**src/rtl/ram64_dma.sv**
```systemverilog
// Block-transfer sequencer in front of RAM64: streams a valid/ready source into a
// contiguous RAM range (write) or a RAM range out to a sink (read). Optional macro: DMA_CHECKSUM_EN.
//
// state | meaning
// IDLE  | waiting for start; base/len/dir sampled here
// WRITE | accepting source words, one RAM write per s_valid cycle
// READ  | presenting RAM words to the sink, advancing on m_ready
// DONE  | one-cycle done pulse, then back to IDLE
module ram64_dma #(
    parameter int ADDR_W = 6,
    parameter int DATA_W = 16
) (
    input  logic              clk,
    input  logic              rst_n,
    input  logic              start,
    input  logic              dir,
    input  logic [ADDR_W-1:0] base,
    input  logic [ADDR_W:0]   len,
    output logic              busy,
    output logic              done,
`ifdef DMA_CHECKSUM_EN
    output logic [DATA_W-1:0] csum,
`endif
    input  logic              s_valid,
    input  logic [DATA_W-1:0] s_data,
    output logic              s_ready,
    output logic              m_valid,
    output logic [DATA_W-1:0] m_data,
    input  logic              m_ready,
    output logic              ram_load,
    output logic [ADDR_W-1:0] ram_address,
    output logic [DATA_W-1:0] ram_in,
    input  logic [DATA_W-1:0] ram_out
);

    typedef enum logic [1:0] {IDLE, WRITE, READ, DONE} state_t;

    localparam logic [ADDR_W:0] DEPTH = (ADDR_W+1)'(1 << ADDR_W);

    state_t            state_q, state_d;
    logic [ADDR_W-1:0] cur_addr_q, cur_addr_d;
    logic [ADDR_W:0]   remaining_q, remaining_d;
    logic              hs;

    always_ff @(posedge clk or negedge rst_n) begin
        if (!rst_n) begin
            state_q     <= IDLE;
            cur_addr_q  <= '0;
            remaining_q <= '0;
        end else begin
            state_q     <= state_d;
            cur_addr_q  <= cur_addr_d;
            remaining_q <= remaining_d;
        end
    end

    always_comb begin
        state_d     = state_q;
        cur_addr_d  = cur_addr_q;
        remaining_d = remaining_q;
        hs          = 1'b0;
        case (state_q)
            IDLE: begin
                if (start) begin
                    cur_addr_d  = base;
                    remaining_d = (len > DEPTH) ? DEPTH : len;
                    if (len == '0)
                        state_d = DONE;
                    else
                        state_d = dir ? READ : WRITE;
                end
            end
            WRITE:   hs = s_valid;
            READ:    hs = m_ready;
            DONE:    state_d = IDLE;
            default: state_d = IDLE;
        endcase
        // Address wraps naturally at the RAM depth.
        if (hs) begin
            cur_addr_d  = cur_addr_q + 1'b1;
            remaining_d = remaining_q - 1'b1;
            if (remaining_q == (ADDR_W+1)'(1))
                state_d = DONE;
        end
    end

    assign busy        = (state_q == WRITE) || (state_q == READ);
    assign done        = (state_q == DONE);
    assign s_ready     = (state_q == WRITE);
    assign m_valid     = (state_q == READ);
    assign m_data      = ram_out;
    assign ram_load    = (state_q == WRITE) && s_valid;
    assign ram_address = cur_addr_q;
    assign ram_in      = ram_load ? s_data : '0;

`ifdef DMA_CHECKSUM_EN
    logic [DATA_W-1:0] csum_q, csum_d;

    always_ff @(posedge clk or negedge rst_n) begin
        if (!rst_n)
            csum_q <= '0;
        else
            csum_q <= csum_d;
    end

    always_comb begin
        csum_d = csum_q;
        if (state_q == IDLE && start)
            csum_d = '0;
        else if (hs)
            csum_d = csum_q + ((state_q == WRITE) ? s_data : ram_out);
    end

    assign csum = csum_q;
`endif

endmodule

```
**config.mk**
```make
export PLATFORM = sky130hd
export DESIGN_NAME = ram64_dma
export DESIGN_NICKNAME = d
export VERILOG_FILES = /design/src/rtl/ram64_dma.sv
export SDC_FILE = /design/constraint.sdc
export NUM_CORES = 1
export LEC_CHECK = 0
export BUFFER_PORTS_ARGS = -buffer_cell sky130_fd_sc_hd__buf_4
export CELL_PAD_IN_SITES_DETAIL_PLACEMENT = 1
export CELL_PAD_IN_SITES_GLOBAL_PLACEMENT = 1
export CORE_MARGIN = 1
export CORE_UTILIZATION = 25
export CTS_BUF_LIST = sky130_fd_sc_hd__clkbuf_8
export CTS_CLUSTER_SIZE = 28
export DETAILED_ROUTE_END_ITERATION = 16
export GPL_ROUTABILITY_DRIVEN = 1
export HOLD_SLACK_MARGIN = 0.1
export PLACE_DENSITY = 0.82
export RECOVER_POWER = 100
export SLEW_MARGIN = 20
export SYNTH_ARGS = -nofsm -noshare
export SYNTH_HDL_FRONTEND = slang
export SYNTH_SLANG_ARGS = --single-unit
```
**constraint.sdc**
```tcl
create_clock -name clk -period 1.6 [get_ports clk]
set_input_delay 0.16 -clock clk [delete_from_list [all_inputs] [get_ports clk]]
set_output_delay 0.16 -clock clk [all_outputs]
set_load 0.02 [all_outputs]
```
==> metrics.txt, run 1 <==
outcome finished, violations left; failing checks setup timing; EDFF count, synth 0; Final GP Congestion 0.801; Remaining Overflow, GRT 0; Max FO, Critical Path 8; data required time of the worst path between 1500 and 2000 ps; Routed Antenna Nets 0; layout net count 253; Initial DRC Count 23; LEAKAGE 0.895 nW; routed wire length about 3.7 mm; endpoints failing hold 0; CP Data Arrival Time around 1800 ps; Final WS setup -28.4 ps; R2R cell count 5; Setup CP Type reg2reg; mapped cell area around 1200 um^2; FP Rows 25; antenna fix cells 0; Via density 5.02; CTS clk-pin slew, worst paths about 70 ps; Slew @ Worst Pin ~870 ps; part of the Yosys area used for sequential elements 30.0%; Design Area, Final around 1800 um^2; Power, Total ~2.8 mW; Die W 72.7 um; GRT Resource Usage Total between 10% and 20%; die area roughly 5300 um^2; number of port buffers ~60; clk buf depth 2; FF-to-FF setup slack -30 ps; Critical Path Start state_q[0]; Residual DRC 0; Clock Tree Root clkbuf_8; Max VDD drop about 0.53 mV; clk sinks 15; Synth Flop Type dfrtp_1; Max Cap Viol 0; core area 4750 um^2; routed vias 1310; DP Area roughly 1700 um^2; number of global-route vias before repair approximately 1300; period utilisation layout 102%; Final Setup Violations 4; Filler cells approximately 580; Tmin final approximately 1600 ps; post-synth net total 196; largest net degree at the start of global routing 19; layout cells sized above 1 approximately 48%; number of antenna violations at the first check in global routing 0; Setup crit end kind flip-flop; drt wl/cell around 14 um; register bit total from synthesis 15; DP HPWL between 2 and 3 mm; clk_lat worst skew around 250 ps; Async SR Flop Fraction 100%; Fmax around 0.6 GHz; Die Ht between 70 and 80 um; worst setup path endpoint remaining_q[3]; Worst Clk Skew slightly above 9 ps; RSZ-0062 raised after global routing yes; Mean Syn Cell Area slightly above 9 um^2; utilization of the core after routing a little under two fifths; Initial Utilization 26.3%; slew margin rel. 41.8%; Worst R2R End remaining_q[3]; synthesis-to-finish area growth 44.9%; TritonCTS Buffers 3; fin. max-slew vios 0; YS warnings 0; Top Ports 94; number of library cell types mapped by synthesis 38; Hold Crit Class in2reg; startpoint types flip-flop; first-pass GRT wire length slightly below 6 mm; First-pass DRT Iterations 4; Reg-to-Reg Start state_q[0]; Post-Syn Instances roughly 140; pwr/cell area 1520 nW/um^2; CTS H-tree lvls 1; TritonCTS clock tree yes
-- synthesized netlist by cell type, types with 4 or more instances --
library cell,instances,area (um^2)
and3_1,13,81.3
a21oi_1,6,30.0
nand2_1,8,30.0
nand3_1,7,35.0
dfrtp_1,15,375
buf_4,16,120
and3_2,8,60.1
o21ai_0,5,25.0
a211oi_1,5,37.5
o221a_1,4,45.0
ha_1,7,87.6
inv_1,5,18.8
-- repair_timing --
item,in CTS,in global routing
hold endpoints to repair,15,0
gates resized for setup,2,4
cloned,1,0
buffers inserted,1,0
pin swaps,1,1
endpoints found under the setup margin,6,23
hold buffers,1,0
-- how the worst min path moves through the flow --
stage            from             end  slack [ps]  depth (start not counted)
2_1_floorplan   rst_n  ram_address[0]        -140                          0
3_3_place_gp    rst_n  remaining_q[5]          30                          1
3_5_place_dp    rst_n  remaining_q[5]          30                          1
4_1_cts        len[0]  remaining_q[0]         180                          2
5_1_grt        len[0]  remaining_q[0]         180                          2
6_report       len[0]  remaining_q[0]         190                          2
-- final cells by class --
| type | instances | area [um^2] | share of cell area, % |
|---|---|---|---|
| Tap cell | 67 | 83.8 | 4.63 |
| Timing Repair Buffer | 72 | 514 | 28.4 |
| Inverter | 5 | 18.8 | 1.04 |
| Sequential cell | 15 | 375 | 20.7 |
| Multi-Input combinational cell | 98 | 773 | 42.7 |
| Clock buffer | 3 | 41.3 | 2.28 |
| Clock inverter | 1 | 5.00 | 0.276 |
-- sequential cells by signal (all words and copies together) (netlist names) --
register and flops:
ram_address 6, remaining_q 7, state_q 2
-- cells in the final DEF, fill, tap and decap left out, drive strengths merged, types with 2 or more instances in the layout --
master	instances
buf	63
and3	21
dfrtp	15
clkbuf	11
nand2	8
nand3	7
ha	7
a21oi	6
o21ai	5
inv	5
a211oi	5
o221a	4
nor4	3
nor2	3
o21a	3
xor2	3
and2	3
nor3b	3
a22o	2
-- per-layer routing --
layer	wire length, um	track usage, %	vias up
met5	0	0	-
met4	47	3.27	0
met3	242	1.80	8
met2	1820	26.3	53
met1	1550	16.1	639
li1	-	-	610
-- kinds of logic after synthesis --
logic type,Yosys count,share of synthesized area [%]
simple gates,53,25.2
fa+ha+maj,7,7.01
mux,1,0.801
xor+xnor,4,2.80
compound gates,32,20.3
buf+inv,26,13.8
flops,15,30.0
-- stage by stage --
stage / std cells / setup TNS, ps / setup WS, ps / hold WS (ps)
after floorplan: 138 / -81.0 / -41.3 / -136
after global placement: 254 / 0 / 13.6 / 31.3
after detailed placement: 254 / -266 / -75.0 / 32.6
after CTS: 261 / -61.6 / -18.6 / 180
after global routing: 261 / -566 / -73.3 / 176
final: 261 / -60.2 / -28.4 / 185
-- worst max-delay path, stage by stage (launching register included) --
cell and delay [ps]:
dfrtp_1 420, inv_2 80, ha_2 400, nand2_2 150
and3_2 230, a221o_1 250
-- power by group --
group / internal [mW] / switching, mW / total (mW)
registers: 0.553 / 0.210 / 0.763
clock network: 0.173 / 0.145 / 0.317
logic: 0.781 / 0.892 / 1.67
total: 1.51 / 1.25 / 2.75
Note: power is estimated with default switching activity, not from simulation.
==> run 2: changes to the inputs <==
--- a/config.mk
+++ b/config.mk
@@ -15,9 +15,8 @@
 export DETAILED_ROUTE_END_ITERATION = 16
 export GPL_ROUTABILITY_DRIVEN = 1
 export HOLD_SLACK_MARGIN = 0.1
-export PLACE_DENSITY = 0.82
+export PLACE_DENSITY_LB_ADDON = 0.05
 export RECOVER_POWER = 100
-export SLEW_MARGIN = 20
 export SYNTH_ARGS = -nofsm -noshare
 export SYNTH_HDL_FRONTEND = slang
 export SYNTH_SLANG_ARGS = --single-unit
==> run 2 against run 1 <==
  * The run still ends with setup timing left
  * Core utilization is 0.74 points higher
  * Non-clock buffer count shrank 1
  * Clock-buffer cell count did not move
  * Via count decreased by 4.2%
  * First-iteration DRC count up 70%
  * Register-to-register slack about the same
  * Power grew 3.6%
  * Sequential share of layout area down 0.33 points
  * Global-route usage rose by 1.4 points
  * Largest power group unchanged
==> metrics.txt, run 2 (synthesized netlist as in run 1, its figures left out) <==
outcome finished, violations left; failing checks setup timing; antenna fix cells 0; largest register by flop count remaining_q; utilization of the core after routing around 39%; Filler cells between 500 and 600; Final WS setup -31.6 ps; most common cell after layout, fill and taps aside buf_4; CP Buf/Inv Count 2; Clock Tree Root clkbuf_8; Worst Clk Skew about 2.7 ps; CP Data Arrival Time between 1500 and 2000 ps; Final Setup Violations 3; TritonCTS clock tree yes; Initial DRC Count 39; Routed Antenna Nets 0; data required time of the worst path between 1500 and 2000 ps; routed vias 1255; slowest cell on the critical path dfrtp_1; Via density approximately 4.8; FP Rows 25; largest net degree at the start of global routing 21; clk sinks 15; period utilisation layout 102%; RSZ-0062 raised after global routing yes; fin. max-slew vios 0; clk buf depth 2; slew margin rel. 39.0%; drt wl/cell about 15 um; Largest register FFs 7; Tmin final roughly 1600 ps; number of global-route vias before repair around 1300; clk_lat worst skew ~250 ps; Cell Chain, Critical Path inv_2 -> buf_4 -> ha_4 -> nand2_4 -> and3_2 -> a221o_1; LEAKAGE between 0.9 and 1 nW; Max FO, Critical Path 8; pwr/cell area between 1500 and 2000 nW/um^2; number of antenna violations at the first check in global routing 0; Max Cap Viol 0; Fmax between 0.6 and 0.7 GHz; Setup crit end kind flip-flop; Initial Utilization 26.3%; Remaining Overflow, GRT 0; layout cells sized above 1 between 40% and 50%; Setup TNS -62.0 ps; endpoints failing hold 0; Setup CP Type reg2reg; number of port buffers 61; First-pass DRT Iterations 4; routed wire length between 4 and 5 mm; startpoint types flip-flop; DP HPWL slightly above 3 mm; first-pass GRT wire length roughly 6.3 mm; Slew @ Worst Pin roughly 900 ps; Die Ht a little over 70 um; die area 5290 um^2; worst hold margin ~180 ps; layout net count approximately 250; Top Ports 94; Die W 72.7 um; Residual DRC 0; Hold Crit Class in2reg; synthesis-to-finish area growth 47.7%; core area 4750 um^2; critical path's largest stage delay around 430 ps; CTS clk-pin slew, worst paths roughly 60 ps; CTS H-tree lvls 1; commonest non-fill, non-tap cells in the layout 60 x buf_4, 14 x dfrtp_1, 13 x and3_1, 8 x and3_2, 7 x clkbuf_1; Max VDD drop about 0.64 mV; TritonCTS Buffers 3; CP top delay family flip-flops; DP Worst Slack -53.6 ps; GRT Resource Usage Total 15.1%; Final GP Congestion 0.737
==> run 2: cell count changes in the layout (fill, tap and decap cells not counted), moves of 2 or more <==
cell | previous run | this run
buf_6 | 0 | 3
buf_4 | 62 | 60
nor3b_1 | 2 | 0
nor3b_2 | 1 | 3
==> run 2: through the flow <==
step / cells / cell area, um^2 / total power [mW]
4_1_cts: 258 / 1800 / 2.77
6_report: 260 / 1850 / 2.85
2_1_floorplan: 138 / 1290 / 1.86
3_5_place_dp: 253 / 1740 / 2.44
5_1_grt: 260 / 1850 / 3.09
3_3_place_gp: 253 / 1740 / 2.41
==> run 2: path summary, 6_finish.rpt <==
check / start / end / slack, ps / cells past startpoint
hold reg to reg: ram_address[0] / ram_address[0] / 540 / 1
setup / recovery: state_q[1] / remaining_q[3] / -30 / 6
max in group asynchronous: rst_n / state_q[0] / 420 / 2
hold / removal: len[0] / remaining_q[0] / 180 / 2
setup reg to reg: state_q[1] / remaining_q[3] / -30 / 6
min in group asynchronous: rst_n / remaining_q[6] / 560 / 2
==> run 2: worst reg2reg max path: stages, from the launching register on <==
cell and delay (ps):
dfrtp_1 430, inv_2 70, buf_4 140, ha_4 310, nand2_4 100, and3_2 210, a221o_1 250
==> run 2: routing by layer <==
layer | GRT usage, % | vias to the layer above | routed length [um]
met1 | 19.4 | 582 | 1790
li1 | - | 608 | -
met2 | 26.0 | 55 | 1880
met3 | 3.04 | 10 | 330
met5 | 0 | - | 0
met4 | 3.70 | 0 | 35
==> run 2: timing repair <==
action / in CTS / in global routing
hold endpoints to repair: 15 / 0
endpoints found under the setup margin: 9 / 33
pin swaps: 0 / 6
gates cloned: 0 / 1
buffers inserted: 0 / 1
gates resized for setup: 2 / 15
hold buffers: 1 / 0
==> run 2: final cells by class <==
class	count	area (um^2)	share of cell area [%]
repair buffers	71	520	28.2
inverters	5	18.8	1.02
well taps	67	83.8	4.54
clock buffers	3	41.3	2.24
multi-input cells	98	802	43.4
clock inverters	1	3.75	0.203
flip-flops and latches	15	377	20.4
==> run 2: where the power goes <==
group          total (mW)  leakage [nW]  switching [mW]  internal (mW)
clock               0.312        0.0269           0.142          0.170
sequential          0.767         0.180           0.212          0.555
combinational        1.77         0.702           0.930          0.844
==> run 3: changes to the inputs <==
--- a/config.mk
+++ b/config.mk
@@ -8,14 +8,14 @@
 export BUFFER_PORTS_ARGS = -buffer_cell sky130_fd_sc_hd__buf_4
 export CELL_PAD_IN_SITES_DETAIL_PLACEMENT = 1
 export CELL_PAD_IN_SITES_GLOBAL_PLACEMENT = 1
-export CORE_MARGIN = 1
+export CORE_MARGIN = 2
 export CORE_UTILIZATION = 25
 export CTS_BUF_LIST = sky130_fd_sc_hd__clkbuf_8
 export CTS_CLUSTER_SIZE = 28
 export DETAILED_ROUTE_END_ITERATION = 16
 export GPL_ROUTABILITY_DRIVEN = 1
 export HOLD_SLACK_MARGIN = 0.1
-export PLACE_DENSITY_LB_ADDON = 0.05
+export PLACE_DENSITY_LB_ADDON = 0.2
 export RECOVER_POWER = 100
 export SYNTH_ARGS = -nofsm -noshare
 export SYNTH_HDL_FRONTEND = slang
==> run 3 against run 2 <==
  * The flow still finishes with violations (setup timing)
  * Fmax fell by 0.92%
  * Routed wire length rose by 4.0%
  * Cell area barely moved
  * Via count rose by 3.7%
  * Register-to-register slack got worse by 20 ps
  * Hold slack got worse by 9.8 ps
  * Critical path type unchanged
  * Largest power group unchanged
==> metrics.txt, run 3 (synthesized netlist as in run 1, its figures left out) <==
placed cells ~260; synthesis-to-finish area growth 47.6%; Design Area, Final 1850 um^2; CP Data Arrival Time approximately 1800 ps; Initial Utilization a little over a quarter; Max Cap Viol 0; die area between 5000 and 6000 um^2; Top Ports between 90 and 100; GRT Resource Usage Total between 10% and 20%; period utilisation layout 103%; layout net count around 250; clk sinks 15; CTS clk-pin slew, worst paths about 70 ps; fin. max-slew vios 0; startpoint types flip-flop; number of antenna violations at the first check in global routing 0; worst hold margin approximately 170 ps; Filler cells between 500 and 600; critical path's largest stage delay about 420 ps; RSZ-0062 raised after global routing yes; Die W ~75 um; Final Setup Violations 4; failing checks setup timing; DP Worst Slack -70.5 ps; cell repeated most along the worst path a22o_4; Worst Clk Skew around 2.8 ps; Initial DRC Count 21; Cell Chain, Critical Path inv_2 -> ha_4 -> a22o_4 -> a22o_4 -> a21boi_1 -> o221a_1; Remaining Overflow, GRT 0; post-CTS setup buffer count 0; most common cell after layout, fill and taps aside buf_4; routed wire length 4.19 mm; data required time of the worst path around 1700 ps; Setup CP Type reg2reg; Die Ht around 75 um; Tmin final between 1500 and 2000 ps; routed vias 1302; CP Buf/Inv Count 1; Power, Total about 2.8 mW; outcome finished, violations left; slowest cell on the critical path dfrtp_1; clk_lat worst skew ~250 ps; Final Non-Filler Cells 261; Final WS setup -46.7 ps; Max VDD drop 0.517 mV; slew margin rel. 39.5%; antenna fix cells 0; Slew @ Worst Pin approximately 900 ps; largest net degree at the start of global routing 19; Largest register FFs 7; pwr/cell area about 1500 nW/um^2; CP top delay family compound AO/OA/AOI/OAI gates; TritonCTS clock tree yes; number of port buffers between 60 and 70; Fmax slightly above 0.6 GHz; commonest non-fill, non-tap cells in the layout 62 x buf_4, 15 x dfrtp_1, 13 x and3_1, 8 x and3_2; drt wl/cell roughly 16 um; largest register by flop count remaining_q; Final GP Congestion roughly 0.8; Via density around 5; layout cells sized above 1 around 49%; first-pass GRT wire length around 6.3 mm; Routed Antenna Nets 0; number of global-route vias before repair between 1000 and 1500; utilization of the core after routing between 30 and 40%; Setup crit end kind flip-flop; DP Area between 1500 and 2000 um^2; Hold Crit Class in2reg; DP HPWL 3.21 mm; Residual DRC 0; Clock Tree Root clkbuf_8; clk buf depth 2; endpoints failing hold 0; core area 4790 um^2; FP Rows 25; LEAKAGE between 0.9 and 1 nW; Max FO, Critical Path 5; Setup TNS -140 ps; TritonCTS Buffers 3; CTS H-tree lvls 1; First-pass DRT Iterations 4
-- run 3: final cells by class --
| type | count | area, um^2 | share of cell area, % |
|---|---|---|---|
| Multi-Input combinational cell | 98 | 805 | 43.6 |
| Tap cell | 67 | 83.8 | 4.54 |
| Sequential cell | 15 | 375 | 20.3 |
| Inverter | 5 | 18.8 | 1.02 |
| Clock buffer | 3 | 41.3 | 2.24 |
| Timing Repair Buffer | 72 | 518 | 28.1 |
| Clock inverter | 1 | 3.75 | 0.203 |
-- run 3: final timing paths --
check                          startpoint              to  slack (ps)  depth (start not counted)
max                            state_q[1]  remaining_q[4]         -50                          6
min                                len[0]  remaining_q[0]         170                          2
max reg2reg                    state_q[1]  remaining_q[4]         -50                          6
min reg2reg                remaining_q[3]  remaining_q[3]         580                          1
max in group asynchronous           rst_n  remaining_q[4]         500                          2
min in group asynchronous           rst_n  remaining_q[6]         550                          2
-- run 3: timing repair --
action	4_1_cts	5_1_grt
pin swaps	3	4
hold buffers	1	0
gates cloned	1	0
resized for setup	3	10
endpoints found under the hold margin	15	0
setup endpoints to repair	7	31
-- run 3: metal layers --
metal,track usage (%),vias to the layer above,part of all wire [%]
li1,-,608,-
met1,17.2,623,42
met2,26.7,60,49
met3,3.35,11,7.9
met4,4.17,0,1.1
met5,0,-,0
-- run 3: report_power, final --
part	internal [mW]	switching, mW
sequential	0.553	0.217
clock	0.170	0.145
combinational	0.826	0.929
